File: src/rtl/led_breathe_sequencer.sv
// LED breathing-pattern sequencer.
// Each step strobe advances a ramp-up / hold-high / ramp-down / hold-low duty pattern;
// a free-running PWM counter turns the current duty into a pulse train on nLED.
// Optional build macro LED_BREATHE_GAMMA_EN squares the duty (>> PWM_BITS) before it
// reaches the PWM comparator, for perceptually linear brightness.
module led_breathe_sequencer #(
  parameter int unsigned PWM_BITS   = 8,
  parameter int unsigned HOLD_TICKS = 16,
  parameter bit          ACTIVE_LOW = 1'b1
) (
  input  logic                clk,
  input  logic                rst_n,
  input  logic                enable,
  input  logic                stepPulse,
  output logic                nLED,
  output logic [PWM_BITS-1:0] duty,
  output logic [1:0]          phase,
  output logic                cycleDone
);

  localparam logic [PWM_BITS-1:0] MaxVal   = '1;
  localparam logic [PWM_BITS-1:0] OneVal   = PWM_BITS'(1);
  localparam logic [15:0]         HoldLast = 16'(HOLD_TICKS - 1);

  typedef enum logic [1:0] {
    StRampUp   = 2'd0,
    StHoldHigh = 2'd1,
    StRampDown = 2'd2,
    StHoldLow  = 2'd3
  } phase_e;

  phase_e              phase_q, phase_d;
  logic [PWM_BITS-1:0] duty_q, duty_d;
  logic [15:0]         hold_cnt_q, hold_cnt_d;
  logic                cycle_done_q, cycle_done_d;

  logic [PWM_BITS-1:0] pwm_cnt_q;
  logic [PWM_BITS-1:0] duty_latched_q;
  logic                nled_q;

  logic                step;
  logic [PWM_BITS-1:0] duty_eff;
  logic                lit;

  // A step only counts while the sequencer is enabled.
  assign step = stepPulse & enable;

`ifdef LED_BREATHE_GAMMA_EN
  logic [2*PWM_BITS-1:0] duty_sq;

  // Gamma correction: keep the upper half of the full-width square.
  assign duty_sq  = {{PWM_BITS{1'b0}}, duty_q} * {{PWM_BITS{1'b0}}, duty_q};
  assign duty_eff = duty_sq[2*PWM_BITS-1:PWM_BITS];
`else
  // Linear brightness: the pattern duty drives the comparator directly.
  assign duty_eff = duty_q;
`endif

  // Pattern state registers.
  always_ff @(posedge clk or negedge rst_n) begin
    if (!rst_n) begin
      phase_q      <= StRampUp;
      duty_q       <= '0;
      hold_cnt_q   <= '0;
      cycle_done_q <= 1'b0;
    end else begin
      phase_q      <= phase_d;
      duty_q       <= duty_d;
      hold_cnt_q   <= hold_cnt_d;
      cycle_done_q <= cycle_done_d;
    end
  end

  // Pattern next-state: advances only on a step event; cycleDone pulses on wrap to ramp-up.
  always_comb begin
    phase_d      = phase_q;
    duty_d       = duty_q;
    hold_cnt_d   = hold_cnt_q;
    cycle_done_d = 1'b0;
    if (step) begin
      unique case (phase_q)
        StRampUp: begin
          duty_d = duty_q + OneVal;
          if (duty_q == MaxVal - OneVal) begin
            phase_d    = StHoldHigh;
            hold_cnt_d = '0;
          end
        end
        StHoldHigh: begin
          if (hold_cnt_q == HoldLast) begin
            phase_d = StRampDown;
          end else begin
            hold_cnt_d = hold_cnt_q + 16'd1;
          end
        end
        StRampDown: begin
          duty_d = duty_q - OneVal;
          if (duty_q == OneVal) begin
            phase_d    = StHoldLow;
            hold_cnt_d = '0;
          end
        end
        StHoldLow: begin
          if (hold_cnt_q == HoldLast) begin
            phase_d      = StRampUp;
            cycle_done_d = 1'b1;
          end else begin
            hold_cnt_d = hold_cnt_q + 16'd1;
          end
        end
        default: phase_d = StRampUp;
      endcase
    end
  end

  // Free-running PWM counter (frozen while disabled); duty is captured only at the
  // last count so a new duty takes effect cleanly from count 0.
  always_ff @(posedge clk or negedge rst_n) begin
    if (!rst_n) begin
      pwm_cnt_q      <= '0;
      duty_latched_q <= '0;
    end else begin
      if (enable) begin
        pwm_cnt_q <= pwm_cnt_q + OneVal;
      end
      if (pwm_cnt_q == MaxVal) begin
        duty_latched_q <= duty_eff;
      end
    end
  end

  assign lit = enable & (pwm_cnt_q < duty_latched_q);

  // Registered LED drive; reset value is the unlit level.
  always_ff @(posedge clk or negedge rst_n) begin
    if (!rst_n) begin
      nled_q <= ACTIVE_LOW;
    end else begin
      nled_q <= ACTIVE_LOW ? ~lit : lit;
    end
  end

  assign nLED      = nled_q;
  assign duty      = duty_q;
  assign phase     = phase_q;
  assign cycleDone = cycle_done_q;

endmodule
File: config.mk
export PLATFORM = sky130hd
export DESIGN_NAME = led_breathe_sequencer
export DESIGN_NICKNAME = d
export VERILOG_FILES = /design/src/rtl/led_breathe_sequencer.sv
export SDC_FILE = /design/constraint.sdc
export NUM_CORES = 1
export LEC_CHECK = 0
export ABC_AREA = 1
export ABC_CLOCK_PERIOD_IN_PS = 2300
export BUFFER_PORTS_ARGS = -buffer_cell sky130_fd_sc_hd__clkbuf_2
export CORE_ASPECT_RATIO = 1.2
export CORE_MARGIN = 2
export CORE_UTILIZATION = 35
export CTS_BUF_LIST = sky130_fd_sc_hd__clkbuf_16
export CTS_CLUSTER_DIAMETER = 150
export DETAILED_ROUTE_END_ITERATION = 8
export PLACE_DENSITY = 0.63
export SETUP_SLACK_MARGIN = 0.02
export SLEW_MARGIN = 20
export SYNTH_ARGS = -nofsm -noshare
export SYNTH_HDL_FRONTEND = slang
export SYNTH_SLANG_ARGS = --single-unit
File: constraint.sdc
create_clock -name clk -period 2.3 [get_ports clk]
set_input_delay 0.46 -clock clk [delete_from_list [all_inputs] [get_ports clk]]
set_output_delay 0.46 -clock clk [all_outputs]
set_load 0.01 [all_outputs]
Word level (Yosys, flattened, before mapping)
Index checks and enable logic that the tools add are counted.

operators by class
  add/subtract/negate cells = 4
  order comparisons = 1
  equality and inequality tests = 12
  muxes and demuxes = 13
  bitwise operators = 3
  reduce and logical (&&, ||, !) cells = 6

operators with widths
  kind                     count
  $mux W16                 3
  $pmux W16 S3             1
  $add A16 B1 Y16 const B  1
  $add A8 B1 Y8 const B    2
  $eq A16 B4 Y1 const B    1
  $eq A8 B8 Y1 const B     2
  $pmux W8 S2              1
  $ne A2 B2 Y1 const B     5
  $eq A8 B1 Y1 const B     1
  $lt A8 B8 Y1             1
  $mux W2                  4
  $pmux W2 S4              1
  $sub A8 B1 Y8 const B    1
  $reduce_and A5 Y1        1
  $eq A2 B2 Y1 const B     2
  $reduce_and A4 Y1        1
  $mux W1                  3
  $and A1 B1 Y1            2
  $eq A2 B1 Y1 const B     1
  $logic_not A2 Y1         1
  $reduce_and A2 Y1        1
  $reduce_bool A2 Y1       1
  $reduce_or A2 Y1         1
  $not A1 Y1               1

storage, ports and cells
  register bits after elaboration = 44
  input port bits = 4
  output and inout bits = 12
  logic and storage cells = 46

Longest topological paths before layout
Gate-level depths: netlist of the first run.

  depth after elaboration = 4
  mapped depth = 12
  depth with buffers taken out = 11

Worst setup path after synthesis of the first run
No wires, ideal clock.

  path kind = reg2reg
  start = register phase_q[0], in the netlist phase[0]
  end = register duty_q[6], in the netlist duty[6]
  library setup time = 0.123 ns
  arrival = 1.605 ns
  data required time = 2.177 ns
  path slack = 0.572 ns
  cell stages (with the launch flop) = 10
  buffers on the path = 1
  period minus slack after synthesis = 1.728 ns
  path through = dfrtp_1 -> inv_1 -> ha_1 -> buf_2 -> nor2_1 -> nor2_2 -> o21ai_1 -> nor2_2 -> nand3_1 -> xor2_1

between the ends
  cells in the longest elaborated chain, start to end = 3
  elaborated cells between the ends (all ways) = 5
  those cells by class = 1 x eq/ne; 1 x mux; 3 x reduce/logical

ends and longest elaborated chain
  element                                           RTL line  text
  from (decl)                                       32        phase_e phase_q, phase_d;
  from (signal assigned)                            62        phase_q <= StRampUp;
  from (signal assigned)                            67        phase_q <= phase_d;
  $eq A2 B2 Y1 or $logic_not A2 Y1 (tied branches)  81        unique case (phase_q)
  $reduce_bool A2 Y1 (no line)                      -
  $reduce_and A2 Y1 (no line)                       -
  to (signal assigned)                              68        duty_q <= duty_d;
  to (decl)                                         33        logic [PWM_BITS-1:0] duty_q, duty_d;

Several ways; a longest one is shown, not always the timed one.
A chain may end at the register's enable or synchronous reset.

Worst setup path in the final report of the first run
  start = register phase_q[0], in the netlist phase[0]
  end = register hold_cnt_q[3]

between the ends
  cells in the longest elaborated chain, start to end = 4
  elaborated cells between the ends (all ways) = 10
  those cells by class = 6 x eq/ne; 1 x mux; 3 x reduce/logical

ends and longest elaborated chain
  element                                       RTL line  text
  $eq A2 B2 Y1 or $eq A2 B1 Y1 (tied branches)  81
  $reduce_or A2 Y1 (no line)                    -
  $ne A2 B2 Y1 (no line)                        -
  $reduce_and A4 Y1 (no line)                   -
  to (signal assigned)                          69        hold_cnt_q <= hold_cnt_d;
  to (decl)                                     34        logic [15:0] hold_cnt_q, hold_cnt_d;

Several ways; a longest one is shown, not always the timed one.

==> results.sh, run 1 <==
export IMPL_outcome="finished, final reports clean"
export IMPL_syn_area_per_cell_um2=7.75
export IMPL_vias=2167
export IMPL_antenna_found_initial=0
export IMPL_dr_pass1_iters=4
export IMPL_dpl_worst_slack_ns=0.527
export IMPL_irDropWorstVdd_uv=475
export IMPL_area_growth_pct=12.9
export IMPL_cts_made_buffers=5
export IMPL_clk_latency_ns=0.29
export IMPL_drv_cap=0
export IMPL_cts_tree="built"
export IMPL_synth_nets=367
export IMPL_grt_pass1_wl_um=9520
export IMPL_yosysWarnings=0
export IMPL_holdBufCountCts=0
export IMPL_fin_crit_ns=1.78
export IMPL_yosysSeqAreaShare=0.411
export IMPL_final_antenna_net_count=0
export IMPL_die_w_um=83.9
export IMPL_root_buffer="clkbuf_16"
export IMPL_final_nets=386
export IMPL_diodes=0
export IMPL_skew_ns=0.00699
export IMPL_finalMaxSlewViolations=0
export IMPL_critPathRequiredTime_ns=2.47
export IMPL_placed_area_mm2=0.00285
export IMPL_synth_edff_count=0
export IMPL_tightestPinTransition_ns=0.484
export IMPL_instances_no_fill=456
export IMPL_critPathArrivalTime_ns=1.96
export IMPL_grt_max_degree=30
export IMPL_overflow=0
export IMPL_htreeDepth=2
export IMPL_ios=16
export IMPL_rsz0062_at_grt="false"
export IMPL_io_buffer_count=15
export IMPL_cts_sinks=44
export IMPL_startpoint_type="flip-flop"
export IMPL_hold_path_class="input port to async pin"
export IMPL_worst_path_max_fanout=29
export IMPL_design_core_area_mm2=0.00736
export IMPL_clock_path_buffers=2
export IMPL_dp_hpwl_um=3980
export IMPL_finish_utilization=0.411
export IMPL_leakagePower_nw=1.42
export IMPL_holdWs_ns=0.0887
export IMPL_criticalPathCategory="flip-flop to flip-flop"
export IMPL_cp_end_kind="flip-flop"
export IMPL_dpl_cell_count=448
export IMPL_p_per_area_mw_per_mm2=1000
export IMPL_p_total_mw=3.03
export IMPL_drcViolationCount=0
export IMPL_finalHoldViolations=0
export IMPL_synth_cells=346
export IMPL_slowest_stage="dfrtp_1"
export IMPL_combPwrFrac=0.341
export IMPL_chipHeight_um=99.9
export IMPL_finalSetupViolations=0
export IMPL_post_drt_via_cell_ratio=4.75
export IMPL_p_int_mw=1.86
export IMPL_globalplace_congestion=0.905
export IMPL_swShare=0.386
export IMPL_p_seq_frac=0.386
export IMPL_start_util=0.364
export IMPL_clk_pin_slew_ns=0.07
export IMPL_wl_per_cell_um=11.3
export IMPL_fmax_mhz=561
export IMPL_final_area_mm2=0.00303
export IMPL_power_switching_mw=1.17
export IMPL_synth_area_mm2=0.00268
export IMPL_cpPeakStageDelay_ns=0.43
export IMPL_first_global_vias=2208
export IMPL_grt_use_total=0.138
export IMPL_drive_above_1_share=0.120
export IMPL_relSlewSlack=0.676
export IMPL_final_setup_worst_slack_ns=0.519
export IMPL_drt_wl_total_um=5170
export IMPL_path_cells="inv_1, ha_1, o21ai_0, nand3_2, buf_4, inv_1, nand2_1, nand2_1"
export IMPL_setup_tns_ns=0
export IMPL_ys_types=32
export IMPL_row_count=34
export IMPL_async_flop_share=1.00
export IMPL_synth_flop_cell="dfrtp_1"
export IMPL_cts_setup_buffers=0
export IMPL_cts_resized=0
export IMPL_layout_commonest_cell="nand2_1"
export IMPL_r2r_cells=8
export IMPL_die_area_mm2=0.00838
export IMPL_pwr_share_clk=0.273
export IMPL_synth_seq_cells=44
export IMPL_layout_common_cells="nand2_1 (94), nor2_1 (44), dfrtp_1 (43), inv_1 (34), nand3_1 (32)"
export IMPL_finalCritPeriodShare=0.774
export IMPL_drtIter0Drc=120
[synth_stat cells, types with 2 or more instances]
cell type  count  share of area
a21oi_1        5         0.0093
buf_2          2         0.0037
buf_6          2         0.0084
clkbuf_1       3         0.0042
dfrtp_1       43           0.40
ha_1          17          0.079
inv_1         34          0.048
nand2_1       94           0.13
nand2_2        2         0.0047
nand3_1       32          0.060
nand4_1        7          0.016
nor2_1        44          0.062
nor2_2         3         0.0070
o21ai_0       18          0.034
o21ai_2        6          0.020
o21bai_1       2         0.0056
xnor2_1        4          0.013
xor2_1        14          0.046
[cells by family (layout without fill, tap and decap cells)]
family / after synthesis / count (layout) / share of synthesized area
AND/OR/NAND/NOR: 187 / 187 / 0.295
flip-flops: 44 / 44 / 0.411
XOR/XNOR: 18 / 18 / 0.0588
multiplexers: 1 / 1 / 0.00420
adder cells (fa/ha/maj): 17 / 17 / 0.0794
AO/OA/AOI/OAI: 37 / 37 / 0.0845
buffers and inverters: 42 / 62 / 0.0668
[worst max-delay path: cells and delay by family, from the launching register on]
kind / cells / cell delay, ns
adders and majority gates: 1 / 0.33
buffers and inverters: 3 / 0.51
AOI/OAI and AO/OA: 1 / 0.16
DFF: 1 / 0.43
and+or+nand+nor: 3 / 0.23
[worst paths after layout]
| path | from | to | slack, ns |
|---|---|---|---|
| worst max-delay path | phase[0]$_DFFE_PN0P_ | hold_cnt_q[3]$_DFFE_PN0P_ | 0.52 |
| worst min-delay path | rst_n | pwm_cnt_q[5]$_DFFE_PN0P_ | 0.09 |
| worst max register to register | phase[0]$_DFFE_PN0P_ | hold_cnt_q[3]$_DFFE_PN0P_ | 0.52 |
| worst min register to register | duty_latched_q[6]$_DFFE_PN0N_ | duty_latched_q[6]$_DFFE_PN0N_ | 0.48 |
| max in group asynchronous | rst_n | hold_cnt_q[14]$_DFFE_PN0P_ | 1.65 |
| min in group clk | duty_latched_q[6]$_DFFE_PN0N_ | duty_latched_q[6]$_DFFE_PN0N_ | 0.48 |
[per-layer routing]
metal	up-vias	wire length (um)	global-route usage
met5	-	0	0
met4	0	120	0.0533
met3	9	138	0.0255
met2	30	2520	0.247
met1	984	2400	0.164
li1	1144	-	-
[registers in the layout, indices dropped and copies added, names as in the netlist]
signal,count
cycleDone,1
duty,8
duty_latched_q,8
hold_cnt_q,16
nLED,1
phase,2
pwm_cnt_q,8
[power groups by stage]
stage | logic [mW] | clock network (mW) | registers, mW
detailed placement | 1.04 | 0 | 1.19
floorplan | 0.733 | 0 | 1.17
finish | 1.03 | 0.826 | 1.17
global placement | 1.02 | 0 | 1.17
CTS | 1.05 | 0.846 | 1.17
global route | 1.21 | 0.878 | 1.21
[cell type report]
class	instances	area, um2
fillers	757	4330
flip-flops and latches	44	1100
multi-input cells	260	1400
well taps	90	113
clock buffers	5	125
inverters	34	128
repair buffers	20	113
clock inverters	3	46.3
Power figures use the tool's default switching activity.
==> inputs of run 2 (changes only) <==
- ABC_CLOCK_PERIOD_IN_PS: 2300 -> 1500
- PLACE_DENSITY: 0.63 -> 0.65
- clock period: 2.3 -> 1.5 ns (I/O delays scaled with it)
==> results.sh, run 2 (synthesis gave the netlist of run 1 again) <==
export IMPL_fin_crit_ns=1.59
export IMPL_row_count=34
export IMPL_skew_ns=0.00778
export IMPL_antenna_found_initial=0
export IMPL_r2r_start="duty[0]$_DFFE_PN0P_"
export IMPL_nFillCells=711
export IMPL_dpl_worst_slack_ns=-0.0943
export IMPL_clk_latency_ns=0.29
export IMPL_design_core_area_mm2=0.00736
export IMPL_die_w_um=83.9
export IMPL_finalCritPeriodShare=1.06
export IMPL_drive_above_1_share=0.330
export IMPL_worst_path_max_fanout=8
export IMPL_hold_depth=3
export IMPL_irDropWorstVdd_uv=1100
export IMPL_critPathArrivalTime_ns=1.77
export IMPL_dr_pass1_iters=4
export IMPL_globalplace_congestion=0.834
export IMPL_p_total_mw=5.77
export IMPL_regMostFlops="hold_cnt_q"
export IMPL_fmax_mhz=628
export IMPL_finalHoldViolations=0
export IMPL_holdWs_ns=0.346
export IMPL_finish_utilization=0.488
export IMPL_rsz0062_at_grt="true"
export IMPL_relSlewSlack=0.769
export IMPL_start_util=0.364
export IMPL_rrSetupSlack_ns=-0.09
export IMPL_outcome="finished, violations left"
export IMPL_p_per_area_mw_per_mm2=1600
export IMPL_hold_path_class="input port to flip-flop"
export IMPL_post_drt_via_cell_ratio=4.93
export IMPL_htreeDepth=2
export IMPL_overflow=0
export IMPL_layout_commonest_cell="nand2_1"
export IMPL_violations="negative setup slack"
export IMPL_finalSetupViolations=16
export IMPL_leakagePower_nw=1.67
export IMPL_startpoint_type="flip-flop"
export IMPL_layout_common_cells="nand2_1 (78), buf_4 (43), dfrtp_1 (39), nor2_1 (37), nand3_1 (30)"
export IMPL_cts_made_buffers=5
export IMPL_drtIter0Drc=94
export IMPL_grt_pass1_wl_um=11000
export IMPL_cts_tree="built"
export IMPL_drcViolationCount=0
export IMPL_dp_hpwl_um=4580
export IMPL_die_area_mm2=0.00838
export IMPL_final_nets=432
export IMPL_hold_start="enable"
export IMPL_final_area_mm2=0.00359
export IMPL_diodes=0
export IMPL_vias=2476
export IMPL_critPathRequiredTime_ns=1.68
export IMPL_finalMaxSlewViolations=0
export IMPL_drt_wl_total_um=6480
export IMPL_grt_max_degree=45
export IMPL_final_antenna_net_count=0
export IMPL_tightestPinTransition_ns=0.345
export IMPL_grt_use_total=0.160
export IMPL_drv_cap=0
export IMPL_dpl_cell_count=483
export IMPL_criticalPathCategory="flip-flop to flip-flop"
export IMPL_worstReg2RegEnd="hold_cnt_q[13]$_DFFE_PN0P_"
export IMPL_cts_sinks=44
export IMPL_hold_end="nLED$_DFF_PN1_"
export IMPL_chipHeight_um=99.9
export IMPL_io_buffer_count=15
export IMPL_ios=16
export IMPL_wl_per_cell_um=12.9
export IMPL_first_global_vias=2483
export IMPL_root_buffer="clkbuf_16"
export IMPL_clk_pin_slew_ns=0.07
export IMPL_clock_path_buffers=2
export IMPL_setup_tns_ns=-1.32
export IMPL_cp_end_kind="flip-flop"
export IMPL_largest_reg_flops=16
export IMPL_final_setup_worst_slack_ns=-0.0922
export IMPL_r2r_cells=10
export IMPL_area_growth_pct=34.1
export IMPL_placed_area_mm2=0.00318
export IMPL_instances_no_fill=502
-- run 2: cell count changes in the layout (fill, tap and decap cells not counted), sizes merged --
cell and delta:
buf +45, dlygate4sd3 +1
-- run 2: repair_timing --
item	4_1_cts	5_1_grt
cloned	1	0
setup buffers	3	6
pin swaps	9	16
hold buffers	1	0
endpoints found under the setup margin	22	32
gates resized for setup	26	34
endpoints found under the hold margin	25	0
-- run 2: critical path, stage by stage (launching register included) --
cell	delay, ns
dfrtp_2	0.41
inv_2	0.07
ha_4	0.12
nand2_2	0.05
nor2_2	0.11
nand2_1	0.08
a21oi_2	0.19
nand3_4	0.16
buf_8	0.18
nand2_2	0.06
o21ai_2	0.04
-- run 2: routing by layer --
layer  part of all wire  global-route usage  vias up  wire (um)
li1                   -                   -     1241          -
met1               0.41               0.182     1174       2680
met2               0.53               0.293       46       3450
met3              0.029              0.0296       15        186
met4              0.026              0.0707        0        167
met5                  0                   0        -          0
-- run 2: cell type report --
cell class | count | area, um2 | share of cell area
sequential | 44 | 1110 | 0.308
multi-input combinational | 260 | 1570 | 0.436
clock buffer | 5 | 125 | 0.0348
inverter | 34 | 133 | 0.0369
timing repair buffer | 66 | 503 | 0.140
tap | 90 | 113 | 0.0313
clock inverter | 3 | 46.3 | 0.0129
-- run 2: how the worst max path moves through the flow --
| stage | startpoint | endpoint | slack, ns | cells after the start |
|---|---|---|---|---|
| after floorplan | phase[0]$_DFFE_PN0P_ | duty[6]$_DFFE_PN0P_ | -0.08 | 9 |
| after global placement | phase[0]$_DFFE_PN0P_ | duty[6]$_DFFE_PN0P_ | -0.07 | 8 |
| after detailed placement | phase[0]$_DFFE_PN0P_ | duty[6]$_DFFE_PN0P_ | -0.09 | 8 |
| after CTS | duty[0]$_DFFE_PN0P_ | hold_cnt_q[13]$_DFFE_PN0P_ | -0.04 | 10 |
| after global routing | duty[0]$_DFFE_PN0P_ | hold_cnt_q[5]$_DFFE_PN0P_ | -0.17 | 10 |
| final | duty[0]$_DFFE_PN0P_ | hold_cnt_q[13]$_DFFE_PN0P_ | -0.09 | 10 |
-- run 2: power breakdown --
part           switching, mW  leakage, nW  internal [mW]
Sequential             0.302        0.567           1.45
Combinational           1.43         1.02           1.30
Clock                  0.498       0.0804          0.792
Total                   2.23         1.67           3.54
